==> src/rtl/filt_pass_sequencer.sv <==
// filt_pass_sequencer
// Runs a configurable number of in-place filter passes over one BRAM per
// frame, alternating horizontal/vertical direction. Upstream it behaves like
// a single filter engine (start/index/idle); downstream it launches the
// real engine once per pass and waits for each busy period to complete.
// Also reports the cycle count of the last completed frame.
// Optional watchdog: define FILT_PASS_TIMEOUT_EN to abort a frame whose
// current pass exceeds TIMEOUT_CYCLES (sets sticky err_timeout).
module filt_pass_sequencer #(
  parameter int MAX_PASSES     = 7,
  parameter int TIMEOUT_CYCLES = 2_000_000
) (
  input  logic                            clk,
  input  logic                            reset,
  input  logic                            start_in,
  input  logic                            index_in,
  input  logic [2:0]                      cfg_num_passes,
  output logic                            idle_out,
  output logic                            pass_start,
  output logic                            pass_index,
  output logic                            pass_dir,
  output logic [$clog2(MAX_PASSES+1)-1:0] pass_num,
  input  logic                            engine_idle,
  output logic [23:0]                     last_frame_cycles,
  output logic                            err_timeout
);

  localparam int PW = $clog2(MAX_PASSES + 1);

  typedef enum logic [2:0] {
    ST_IDLE,
    ST_LAUNCH,
    ST_WAIT_BUSY,
    ST_WAIT_DONE,
    ST_DONE
  } state_t;

  state_t        state_reg;
  logic          idle_reg;
  logic          start_reg;
  logic          index_reg;
  logic [PW-1:0] pass_num_reg;
  logic [PW-1:0] num_passes_reg;
  logic [23:0]   frame_cnt_reg;
  logic [23:0]   last_cycles_reg;

  logic [PW-1:0] count_clamped;
  logic [23:0]   frame_cnt_next;
  logic          last_pass;
  logic          in_wait;
  logic          timeout_hit;

  // Pass count requested by the control FSM, limited to what we support
  always_comb begin
    count_clamped = PW'(cfg_num_passes);
    if (32'(cfg_num_passes) > MAX_PASSES) begin
      count_clamped = PW'(MAX_PASSES);
    end
  end

  // Frame cycle count including the current cycle; sticks at all-ones
  assign frame_cnt_next = (frame_cnt_reg == 24'hFF_FFFF) ? frame_cnt_reg
                                                         : frame_cnt_reg + 24'd1;

  assign last_pass = (pass_num_reg == (num_passes_reg - PW'(1)));
  assign in_wait   = (state_reg == ST_WAIT_BUSY) || (state_reg == ST_WAIT_DONE);

`ifdef FILT_PASS_TIMEOUT_EN
  localparam int WDW = $clog2(TIMEOUT_CYCLES + 1);

  logic [WDW-1:0] wd_cnt_reg;
  logic           err_reg;

  // Fires on the cycle the per-pass count would reach TIMEOUT_CYCLES
  assign timeout_hit = in_wait && (wd_cnt_reg == WDW'(TIMEOUT_CYCLES - 1));

  // Per-pass watchdog: restarts at each launch, runs while waiting on the engine
  always_ff @(posedge clk) begin
    if (reset) begin
      wd_cnt_reg <= '0;
      err_reg    <= 1'b0;
    end else begin
      if (state_reg == ST_LAUNCH) begin
        wd_cnt_reg <= '0;
      end else if (in_wait) begin
        wd_cnt_reg <= wd_cnt_reg + WDW'(1);
      end
      if (timeout_hit) begin
        err_reg <= 1'b1;
      end
    end
  end

  assign err_timeout = err_reg;
`else
  assign timeout_hit = 1'b0;
  assign err_timeout = 1'b0;
`endif

  // Pass sequencing FSM with registered handshake outputs
  always_ff @(posedge clk) begin
    if (reset) begin
      state_reg       <= ST_IDLE;
      idle_reg        <= 1'b1;
      start_reg       <= 1'b0;
      index_reg       <= 1'b0;
      pass_num_reg    <= '0;
      num_passes_reg  <= '0;
      frame_cnt_reg   <= '0;
      last_cycles_reg <= '0;
    end else begin
      if (state_reg != ST_IDLE) begin
        frame_cnt_reg <= frame_cnt_next;
      end

      if (timeout_hit) begin
        // Abandon the rest of the frame; the engine only sees pass_start drop
        state_reg       <= ST_IDLE;
        idle_reg        <= 1'b1;
        start_reg       <= 1'b0;
        last_cycles_reg <= frame_cnt_next;
      end else begin
        case (state_reg)
          ST_IDLE: begin
            if (start_in) begin
              index_reg      <= index_in;
              num_passes_reg <= count_clamped;
              pass_num_reg   <= '0;
              frame_cnt_reg  <= '0;
              idle_reg       <= 1'b0;
              if (count_clamped != '0) begin
                state_reg <= ST_LAUNCH;
                start_reg <= 1'b1;
              end else begin
                state_reg <= ST_DONE;
              end
            end
          end

          ST_LAUNCH: begin
            state_reg <= ST_WAIT_BUSY;
          end

          ST_WAIT_BUSY: begin
            // Hold the launch request until the engine acknowledges by going busy
            if (!engine_idle) begin
              state_reg <= ST_WAIT_DONE;
              start_reg <= 1'b0;
            end
          end

          ST_WAIT_DONE: begin
            if (engine_idle) begin
              if (last_pass) begin
                state_reg       <= ST_IDLE;
                idle_reg        <= 1'b1;
                last_cycles_reg <= frame_cnt_next;
              end else begin
                pass_num_reg <= pass_num_reg + PW'(1);
                state_reg    <= ST_LAUNCH;
                start_reg    <= 1'b1;
              end
            end
          end

          ST_DONE: begin
            // Zero-pass frame: one non-idle cycle so upstream sees the handshake
            state_reg       <= ST_IDLE;
            idle_reg        <= 1'b1;
            last_cycles_reg <= frame_cnt_next;
          end

          default: begin
            state_reg <= ST_IDLE;
            idle_reg  <= 1'b1;
            start_reg <= 1'b0;
          end
        endcase
      end
    end
  end

  assign idle_out          = idle_reg;
  assign pass_start        = start_reg;
  assign pass_index        = index_reg;
  assign pass_num          = pass_num_reg;
  assign pass_dir          = pass_num_reg[0];
  assign last_frame_cycles = last_cycles_reg;

endmodule

==> config.mk <==
export PLATFORM = sky130hd
export DESIGN_NAME = filt_pass_sequencer
export DESIGN_NICKNAME = d
export VERILOG_FILES = /design/src/rtl/filt_pass_sequencer.sv
export SDC_FILE = /design/constraint.sdc
export NUM_CORES = 1
export LEC_CHECK = 0
export BUFFER_PORTS_ARGS = -buffer_cell sky130_fd_sc_hd__buf_2
export CAP_MARGIN = 30
export CORE_MARGIN = 3
export CORE_UTILIZATION = 50
export CTS_CLUSTER_SIZE = 12
export DETAILED_ROUTE_END_ITERATION = 10
export PLACE_DENSITY_LB_ADDON = 0.15
export SYNTH_ARGS = -nofsm -noshare
export SYNTH_HDL_FRONTEND = slang
export SYNTH_SLANG_ARGS = --single-unit
==> constraint.sdc <==
create_clock -name clk -period 3.9 [get_ports clk]
set_input_delay 0.39 -clock clk [delete_from_list [all_inputs] [get_ports clk]]
set_output_delay 0.39 -clock clk [all_outputs]
set_load 0.02 [all_outputs]
==> impl_metrics.json, run 1 <==
{
  "power.internal_uw": 1036,
  "rows": 30,
  "ys_seq_area_share_pct": 33.81,
  "async_reset_ff_share_pct": 0,
  "crit_required_ns": 4.10,
  "h-tree-depth": 3,
  "cts.repair.resized": 0,
  "grt_use_total_pct": 20.40,
  "drc": 0,
  "ant_nets": 0,
  "power_frac_seq_pct": 45.3,
  "critPathArrivalTime_ns": 2.73,
  "pin_count": 40,
  "grt_pass1_wl_um": 13470,
  "grt_pass1_vias": 2672,
  "cts.sinks": 60,
  "final-hold-violation-count": 0,
  "hpwl_um": 5462,
  "rr_worst_depth": 5,
  "drt_wl_total_um": 8129,
  "syn-cell-area_mm2": 0.003552,
  "synth_flop_cell": "dfxtp_1",
  "slew_headroom_pct": 45.60,
  "clkTransAtPathRegs_ns": 0.07,
  "post_cts_buffers": 0,
  "worst_slack_ns": 1.373,
  "swShare_pct": 30.94,
  "switchingPower_uw": 464.3,
  "via_per_inst": 5.831,
  "worst-setup-path-type": "reg -> reg",
  "io_buffers": 38,
  "synth_top_area_share_pct": 33.81,
  "n_antenna_cell": 0,
  "holdBufCountCts": 0,
  "clockPowerShare_pct": 34.2,
  "cap_violations": 0,
  "finalSetupTns_ns": 0,
  "root_buffer": "clkbuf_8",
  "n_fill_cell": 665,
  "drtPass1Iterations": 5,
  "slew_viol_final": 0,
  "grt_max_degree": 43,
  "rsz0062_at_grt": "false",
  "die_h_um": 90.29,
  "synth_warnings": 0,
  "synth_seq_cells": 60,
  "cts_tree": "yes",
  "vias": 2997,
  "gp_congestion": 0.8663,
  "crit_fanout": 12,
  "startpoint_type": "flip-flop",
  "powerDensity_mw_per_mm2": 395.6,
  "cts_buffers": 9,
  "max_freq_mhz": 395.7,
  "fin_crit_sh_pct": 64.81,
  "cts_buffer_depth": 2,
  "grt.overflow.total": 0,
  "dp_cells": 500,
  "endpoint_kind": "flip-flop",
  "ys_top_cells_by_count": "dfxtp_1, nor2_1, nand2_1, a21oi_1, o21ai_0",
  "syn_avg_cell_area_um2": 8.925,
  "p_leak_uw": 0.001356,
  "fin_crit_ns": 2.527,
  "status": "completed",
  "min_path_type": "in -> reg",
  "synth_cell_types": 76,
  "setup_viol": 0,
  "layout.nets": 426,
  "dieArea_mm2": 0.008151,
  "holdPathStages": 3,
  "comb_power_share_pct": 20.5,
  "synth_top_cell_by_area": "dfxtp_1",
  "core-area_mm2": 0.006832,
  "drtIter0Drc": 181,
  "fin_util_pct": 55.53,
  "drive_gt1_share_pct": 22.73,
  "routedWlPerCell_um": 15.82,
  "clock_skew_ns": 0.007118,
  "synth_edf_count": 0,
  "ir_drop_mv": 0.1924,
  "yosysMostFrequentCell": "dfxtp_1",
  "pre_cts_ws_ns": 1.432,
  "die_x_um": 90.29,
  "insertion_delay_ns": 0.34,
  "syn_inst": 398,
  "syn2layout_area_growth_pct": 6.798,
  "fin_cells": 514,
  "antenna_found_initial": 0,
  "syn_nets": 409,
  "yosys-top-cells-area": "dfxtp_1, nor2_1, xnor2_1",
  "initial_core_util_pct": 52.00,
  "worst_pin_slew_ns": 0.8160
}
## routing by layer
metal,part of all wire [%],wire length [µm],track usage [%],vias to the layer above
met5,0,0,0,-
met4,1.2,98,6.633,0
met3,5.4,437,5.750,9
met2,45,3658,31.55,94
met1,48,3934,27.48,1394
li1,-,-,-,1500
## power groups by stage
stage	Clock, µW	Sequential (µW)	Combinational, µW
detailed placement	0	693	304
global placement	0	691	301
finish	513	680	308
floorplan	0	693	241
global route	558	686	342
CTS	525	680	305
## area by class of cell
type	count	area [µm²]	share of cell area [%]
multi-input combinational	298	2069	54.55
sequential	60	1201	31.66
timing repair buffer	41	212.7	5.607
clock buffer	11	131.4	3.463
tap	96	120.1	3.166
clock inverter	3	40.04	1.055
inverter	5	18.77	0.4947
## per-stage QoR
stage	hold slack, ns	power [µW]	cell area, µm²
2_1_floorplan	0.4363	934.1	3552
3_3_place_gp	0.4401	991.5	3622
3_5_place_dp	0.4501	996.9	3622
4_1_cts	0.2827	1510	3794
5_1_grt	0.2802	1585	3794
6_report	0.2899	1501	3794
## cells in the final DEF (no fill, tap or decap), types with 3 or more instances in the layout
master | Yosys | layout
o311ai_1 | 3 | 3
buf_4 | 4 | 3
nand3b_1 | 3 | 3
and4_1 | 3 | 3
a311oi_1 | 7 | 7
a311oi_2 | 5 | 5
nor2_1 | 43 | 43
nand3_1 | 14 | 14
nor3_1 | 12 | 12
a21o_1 | 3 | 3
nand4_1 | 5 | 5
or3_1 | 7 | 7
xnor2_1 | 14 | 14
inv_1 | 5 | 5
ha_1 | 3 | 3
o21ai_1 | 4 | 4
clkbuf_8 | 4 | 9
a21oi_1 | 22 | 22
nand2b_1 | 7 | 7
buf_2 | 6 | 38
nand2_1 | 30 | 30
and3_1 | 3 | 3
a211oi_1 | 11 | 11
o31ai_1 | 3 | 3
a211oi_2 | 6 | 6
a31oi_1 | 10 | 10
dfxtp_1 | 60 | 60
a22o_1 | 3 | 3
o21ai_0 | 17 | 17
## path summary, 6_finish.rpt
kind                          start                   end  slack, ns
setup reg to reg  frame_cnt_reg[16]  last_frame_cycles[0]       1.37
hold / removal             index_in            pass_index       0.29
hold reg to reg   num_passes_reg[1]     num_passes_reg[1]       0.46
setup / recovery  frame_cnt_reg[16]  last_frame_cycles[0]       1.37
## worst max-delay path, cell delays in order, from the launching register on
cell	delay, ns
dfxtp_1	0.46
nand3_2	0.20
nor3_4	0.71
nand3_1	0.59
xnor2_1	0.34
o31ai_1	0.09
## cells by family after synthesis
family | synth area share (%)
mux | 0.8806
fa+ha+maj | 1.057
flops | 33.81
xor+xnor | 4.614
buf+inv | 7.925
compound gates | 26.66
simple gates | 24.94
other cells | 0.1056
Power figures use the tool's default switching activity.
==> run 2: changes to the inputs <==
==> constraint.sdc (replaced) <==
create_clock -name clk -period 2.6 [get_ports clk]
set_input_delay 0.26 -clock clk [delete_from_list [all_inputs] [get_ports clk]]
set_output_delay 0.26 -clock clk [all_outputs]
set_load 0.02 [all_outputs]
==> run 2 against run 1 <==
- clock power rose by 45%
- combinational power rose by 60%
- count of clock-buffer cells in the layout is 2 higher
- routed wire length up 2.0%
- final area increased by 1.3%
- sequential power is 49% higher
- die area unchanged
- power increased by 50%
- critical path depth stayed put
- first-iteration DRC count is 3.9% lower
- highest routed layer unchanged
==> impl_metrics.json, run 2 (synthesis results as in run 1) <==
{
  "r2r_end": "last_frame_cycles[5]",
  "slew_viol_final": 0,
  "drtPass1Iterations": 5,
  "switchingPower_uw": 714.2,
  "fin_util_pct": 56.26,
  "fin_crit_sh_pct": 81.56,
  "core-area_mm2": 0.006832,
  "holdPathStages": 3,
  "hp-start": "cfg_num_passes[2]",
  "critPathArrivalTime_ns": 2.36,
  "crit_fanout": 13,
  "cap_violations": 0,
  "holdBufCountCts": 0,
  "drt_wl_total_um": 8291,
  "cp.buffers_inverters": 0,
  "grt_pass1_vias": 2742,
  "dieArea_mm2": 0.008151,
  "grt_pass1_wl_um": 13830,
  "worst_slack_ns": 0.4794,
  "cp_slowest_cell": "or3_4",
  "met2WireLength_um": 3721,
  "crit_family": "simple AND/OR/NAND/NOR gates",
  "rr_worst_depth": 5,
  "drtIter0Drc": 174,
  "gp_congestion": 0.8909,
  "topRoutingLayerUsed": "met4",
  "fin_cells": 522,
  "grt_max_degree": 32,
  "cts_buffer_depth": 2,
  "clock_skew_ns": 0.01117,
  "vias": 3117,
  "die_x_um": 90.29,
  "startpoint_type": "flip-flop",
  "path_cells": "nand3_2 -> or3_4 -> nor3_4 -> o21ai_0 -> a211oi_1",
  "syn2layout_area_growth_pct": 8.207,
  "pin_count": 40,
  "worst_pin_slew_ns": 0.5763,
  "max_freq_mhz": 471.6,
  "crit_required_ns": 2.84,
  "grt_use_total_pct": 20.86,
  "power.internal_uw": 1530,
  "initial_core_util_pct": 52.00,
  "rsz0062_at_grt": "false",
  "finalSetupTns_ns": 0,
  "insertion_delay_ns": 0.33,
  "swShare_pct": 31.83,
  "rows": 30,
  "grt.overflow.total": 0,
  "root_buffer": "clkbuf_8",
  "fin_crit_ns": 2.121,
  "cts.sinks": 60,
  "n_antenna_cell": 0,
  "wl_met1_um": 4024,
  "via_per_inst": 5.971,
  "status": "completed",
  "cts_tree": "yes",
  "most-common-layout-cells": "dfxtp_1, nor2_1, buf_2",
  "h-tree-depth": 3,
  "routedWlPerCell_um": 15.88,
  "p_leak_uw": 0.001392,
  "power_uw": 2244,
  "wl_met3_um": 404,
  "cp_slowest_stage_delay_ns": 0.48,
  "powerDensity_mw_per_mm2": 583.8,
  "comb_power_share_pct": 21.9,
  "post_cts_buffers": 0,
  "slew_headroom_pct": 61.44,
  "dp_cells": 507,
  "ant_nets": 0,
  "layout_commonest_cell": "dfxtp_1",
  "worst-setup-path-type": "reg -> reg",
  "hpwl_um": 5704,
  "power_frac_seq_pct": 44.9,
  "clkTransAtPathRegs_ns": 0.07,
  "cts_buffers": 9,
  "reg2reg_slack_ns": 0.48,
  "final-hold-violation-count": 0,
  "pre_cts_ws_ns": 0.5053,
  "endpoint_kind": "flip-flop",
  "drive_gt1_share_pct": 24.18,
  "antenna_found_initial": 0,
  "setup_viol": 0,
  "io_buffers": 38,
  "min_to": "num_passes_reg[2]",
  "die_h_um": 90.29,
  "clockPowerShare_pct": 33.2,
  "layout.nets": 433,
  "ir_drop_mv": 0.2940,
  "drc": 0,
  "rr_startpoint": "frame_cnt_reg[16]",
  "min_path_type": "in -> reg",
  "cts.repair.resized": 0
}
## run 2: power groups by stage
stage | combinational (µW) | sequential, µW | clock (µW)
4_1_cts | 493 | 1010 | 760
5_1_grt | 546 | 1010 | 805
6_report | 492 | 1010 | 745
3_5_place_dp | 491 | 1030 | 0
2_1_floorplan | 362 | 1040 | 0
3_3_place_gp | 482 | 1020 | 0
## run 2: worst reg2reg max path, stage by stage (launching register included)
cell	delay (ns)
dfxtp_1	0.47
nand3_2	0.21
or3_4	0.48
nor3_4	0.42
o21ai_0	0.20
a211oi_1	0.26
## run 2: per-stage QoR
step           cell area (µm²)  hold slack (ns)
2_1_floorplan             3552           0.3960
3_3_place_gp              3675           0.4413
3_5_place_dp              3675           0.4446
4_1_cts                   3844           0.1615
5_1_grt                   3844           0.1624
6_report                  3844           0.1681
## run 2: metal layers
layer  vias up  track usage, %
met5         -               0
met3        12           4.583
met2        96           30.55
met4         0           8.291
met1      1490           29.77
li1       1519               -
## run 2: worst max-delay path by stage
| stage | start | end | slack, ns | cells after the start |
|---|---|---|---|---|
| 6_report | frame_cnt_reg[16] | last_frame_cycles[5] | 0.48 | 5 |
| 5_1_grt | num_passes_reg[0] | pass_start | 0.29 | 7 |
| 4_1_cts | num_passes_reg[0] | last_frame_cycles[5] | 0.46 | 7 |
| 3_5_place_dp | num_passes_reg[0] | last_frame_cycles[5] | 0.51 | 7 |
| 3_3_place_gp | frame_cnt_reg[9] | last_frame_cycles[3] | 0.57 | 5 |
| 2_1_floorplan | frame_cnt_reg[0] | last_frame_cycles[3] | 0.67 | 7 |
## run 2: final cells by class
type                            count  area [µm²]
Fill cell                         640        2988
Multi-Input combinational cell    298        2069
Sequential cell                    60        1201
Timing Repair Buffer               48       265.3
Clock buffer                       13       158.9
Tap cell                           96       120.1
Inverter                            5       18.77
Clock inverter                      2       10.01
==> run 3: changes to the inputs <==
==> constraint.sdc (replaced) <==
create_clock -name clk -period 2.2 [get_ports clk]
set_input_delay 0.22 -clock clk [delete_from_list [all_inputs] [get_ports clk]]
set_output_delay 0.22 -clock clk [all_outputs]
set_load 0.02 [all_outputs]
==> run 3 against run 2 <==
- final area up 4.0%
- cell count up 3.1%
- count of clock-buffer cells in the layout unchanged
- core utilization up 2.3 points
- flip-flop and latch count unchanged
- clock power up 21%
- worst hold slack worse by 0.050 ns
- power up 20%
- clock skew down 0.0051 ns
==> impl_metrics.json, run 3 (synthesis results as in run 1) <==
{
  "n_antenna_cell": 0,
  "syn2layout_area_growth_pct": 12.57,
  "initial_core_util_pct": 52.00,
  "final-hold-violation-count": 0,
  "gp_congestion": 0.9638,
  "post_cts_buffers": 0,
  "grt_max_degree": 43,
  "ant_nets": 0,
  "h-tree-depth": 3,
  "drt_wl_total_um": 8710,
  "setup_viol": 0,
  "crit_required_ns": 2.45,
  "crit_fanout": 10,
  "rsz0062_at_grt": "false",
  "layout_commonest_cell": "dfxtp_1",
  "pin_count": 40,
  "die_x_um": 90.29,
  "critPathArrivalTime_ns": 2.27,
  "clkTransAtPathRegs_ns": 0.07,
  "antenna_found_initial": 0,
  "powerDensity_mw_per_mm2": 675.3,
  "via_per_inst": 5.862,
  "cts_buffer_depth": 2,
  "hpwl_um": 6032,
  "startpoint_type": "flip-flop",
  "grt.overflow.total": 0,
  "most-common-layout-cells": "dfxtp_1, nor2_1, buf_2",
  "min_path_type": "in -> reg",
  "ir_drop_mv": 0.3760,
  "max_freq_mhz": 496.7,
  "layout.nets": 449,
  "dieArea_mm2": 0.008151,
  "io_buffers": 38,
  "finalSetupTns_ns": 0,
  "core-area_mm2": 0.006832,
  "grt_pass1_wl_um": 14470,
  "grt_use_total_pct": 21.98,
  "worst-setup-path-type": "reg -> reg",
  "cap_violations": 0,
  "drtIter0Drc": 262,
  "cts_buffers": 9,
  "root_buffer": "clkbuf_8",
  "p_leak_uw": 0.001479,
  "endpoint_kind": "flip-flop",
  "rows": 30,
  "clock_skew_ns": 0.006039,
  "drive_gt1_share_pct": 27.60,
  "vias": 3154,
  "worst_pin_slew_ns": 0.5683,
  "grt_pass1_vias": 2930,
  "drc": 0,
  "cts.sinks": 60,
  "fin_crit_sh_pct": 91.52,
  "insertion_delay_ns": 0.34,
  "die_h_um": 90.29,
  "cts_tree": "yes",
  "slew_headroom_pct": 61.98,
  "routedWlPerCell_um": 16.19,
  "whs_ns": 0.1179,
  "status": "completed",
  "drtPass1Iterations": 5,
  "slew_viol_final": 0,
  "fin_crit_ns": 2.013
}
run 3: worst max-delay path: stages (launching register included):
cell	delay (ns)
dfxtp_1	0.47
and4_4	0.32
nand3_4	0.17
nor3_4	0.43
buf_4	0.20
o31ai_1	0.09
a311oi_2	0.24
run 3: metrics by stage:
stage | total power [µW] | setup WS, ns | area (µm²) | util, % | cells
finish | 2700 | 0.1866 | 3999 | 58.53 | 538
global route | 2836 | 0.03305 | 3999 | 58.53 | 538
CTS | 2716 | 0.02435 | 3989 | 58.39 | 538
detailed placement | 1823 | 0.1134 | 3820 | 55.92 | 523
global placement | 1808 | 0.1864 | 3820 | 55.92 | 523
floorplan | 1656 | 0.2737 | 3552 | - | 398
run 3: layout make-up:
cell class | count | area (µm²)
Timing Repair Buffer | 64 | 410.4
Multi-Input combinational cell | 298 | 2079
Tap cell | 96 | 120.1
Sequential cell | 60 | 1201
Clock buffer | 13 | 158.9
Clock inverter | 2 | 10.01
Inverter | 5 | 18.77
Fill cell | 648 | 2833
run 3: path summary, 6_finish.rpt:
kind | startpoint | to | slack (ns) | cells after the start
setup / recovery | frame_cnt_reg[10] | last_frame_cycles[15] | 0.19 | 6
hold / removal | index_in | pass_index | 0.12 | 3
setup reg to reg | frame_cnt_reg[10] | last_frame_cycles[15] | 0.19 | 6
hold reg to reg | pass_index | pass_index | 0.45 | 2
run 3: per-layer routing:
metal | share of wire [%] | GRT usage [%] | vias to the layer above
met2 | 45 | 33.23 | 102
li1 | - | - | 1549
met1 | 48 | 30.48 | 1488
met5 | 0 | 0 | -
met4 | 2.1 | 10.08 | 0
met3 | 4.9 | 4.000 | 15
run 3: where the power goes:
part	total [µW]	switching [µW]	internal, µW
registers	1190	47.1	1140
logic	614	391	224
clock network	898	437	462
run 3: what timing repair did:
action	4_1_cts	5_1_grt
gates resized for setup	0	3
setup endpoints to repair	0	7
hold buffers	0	0
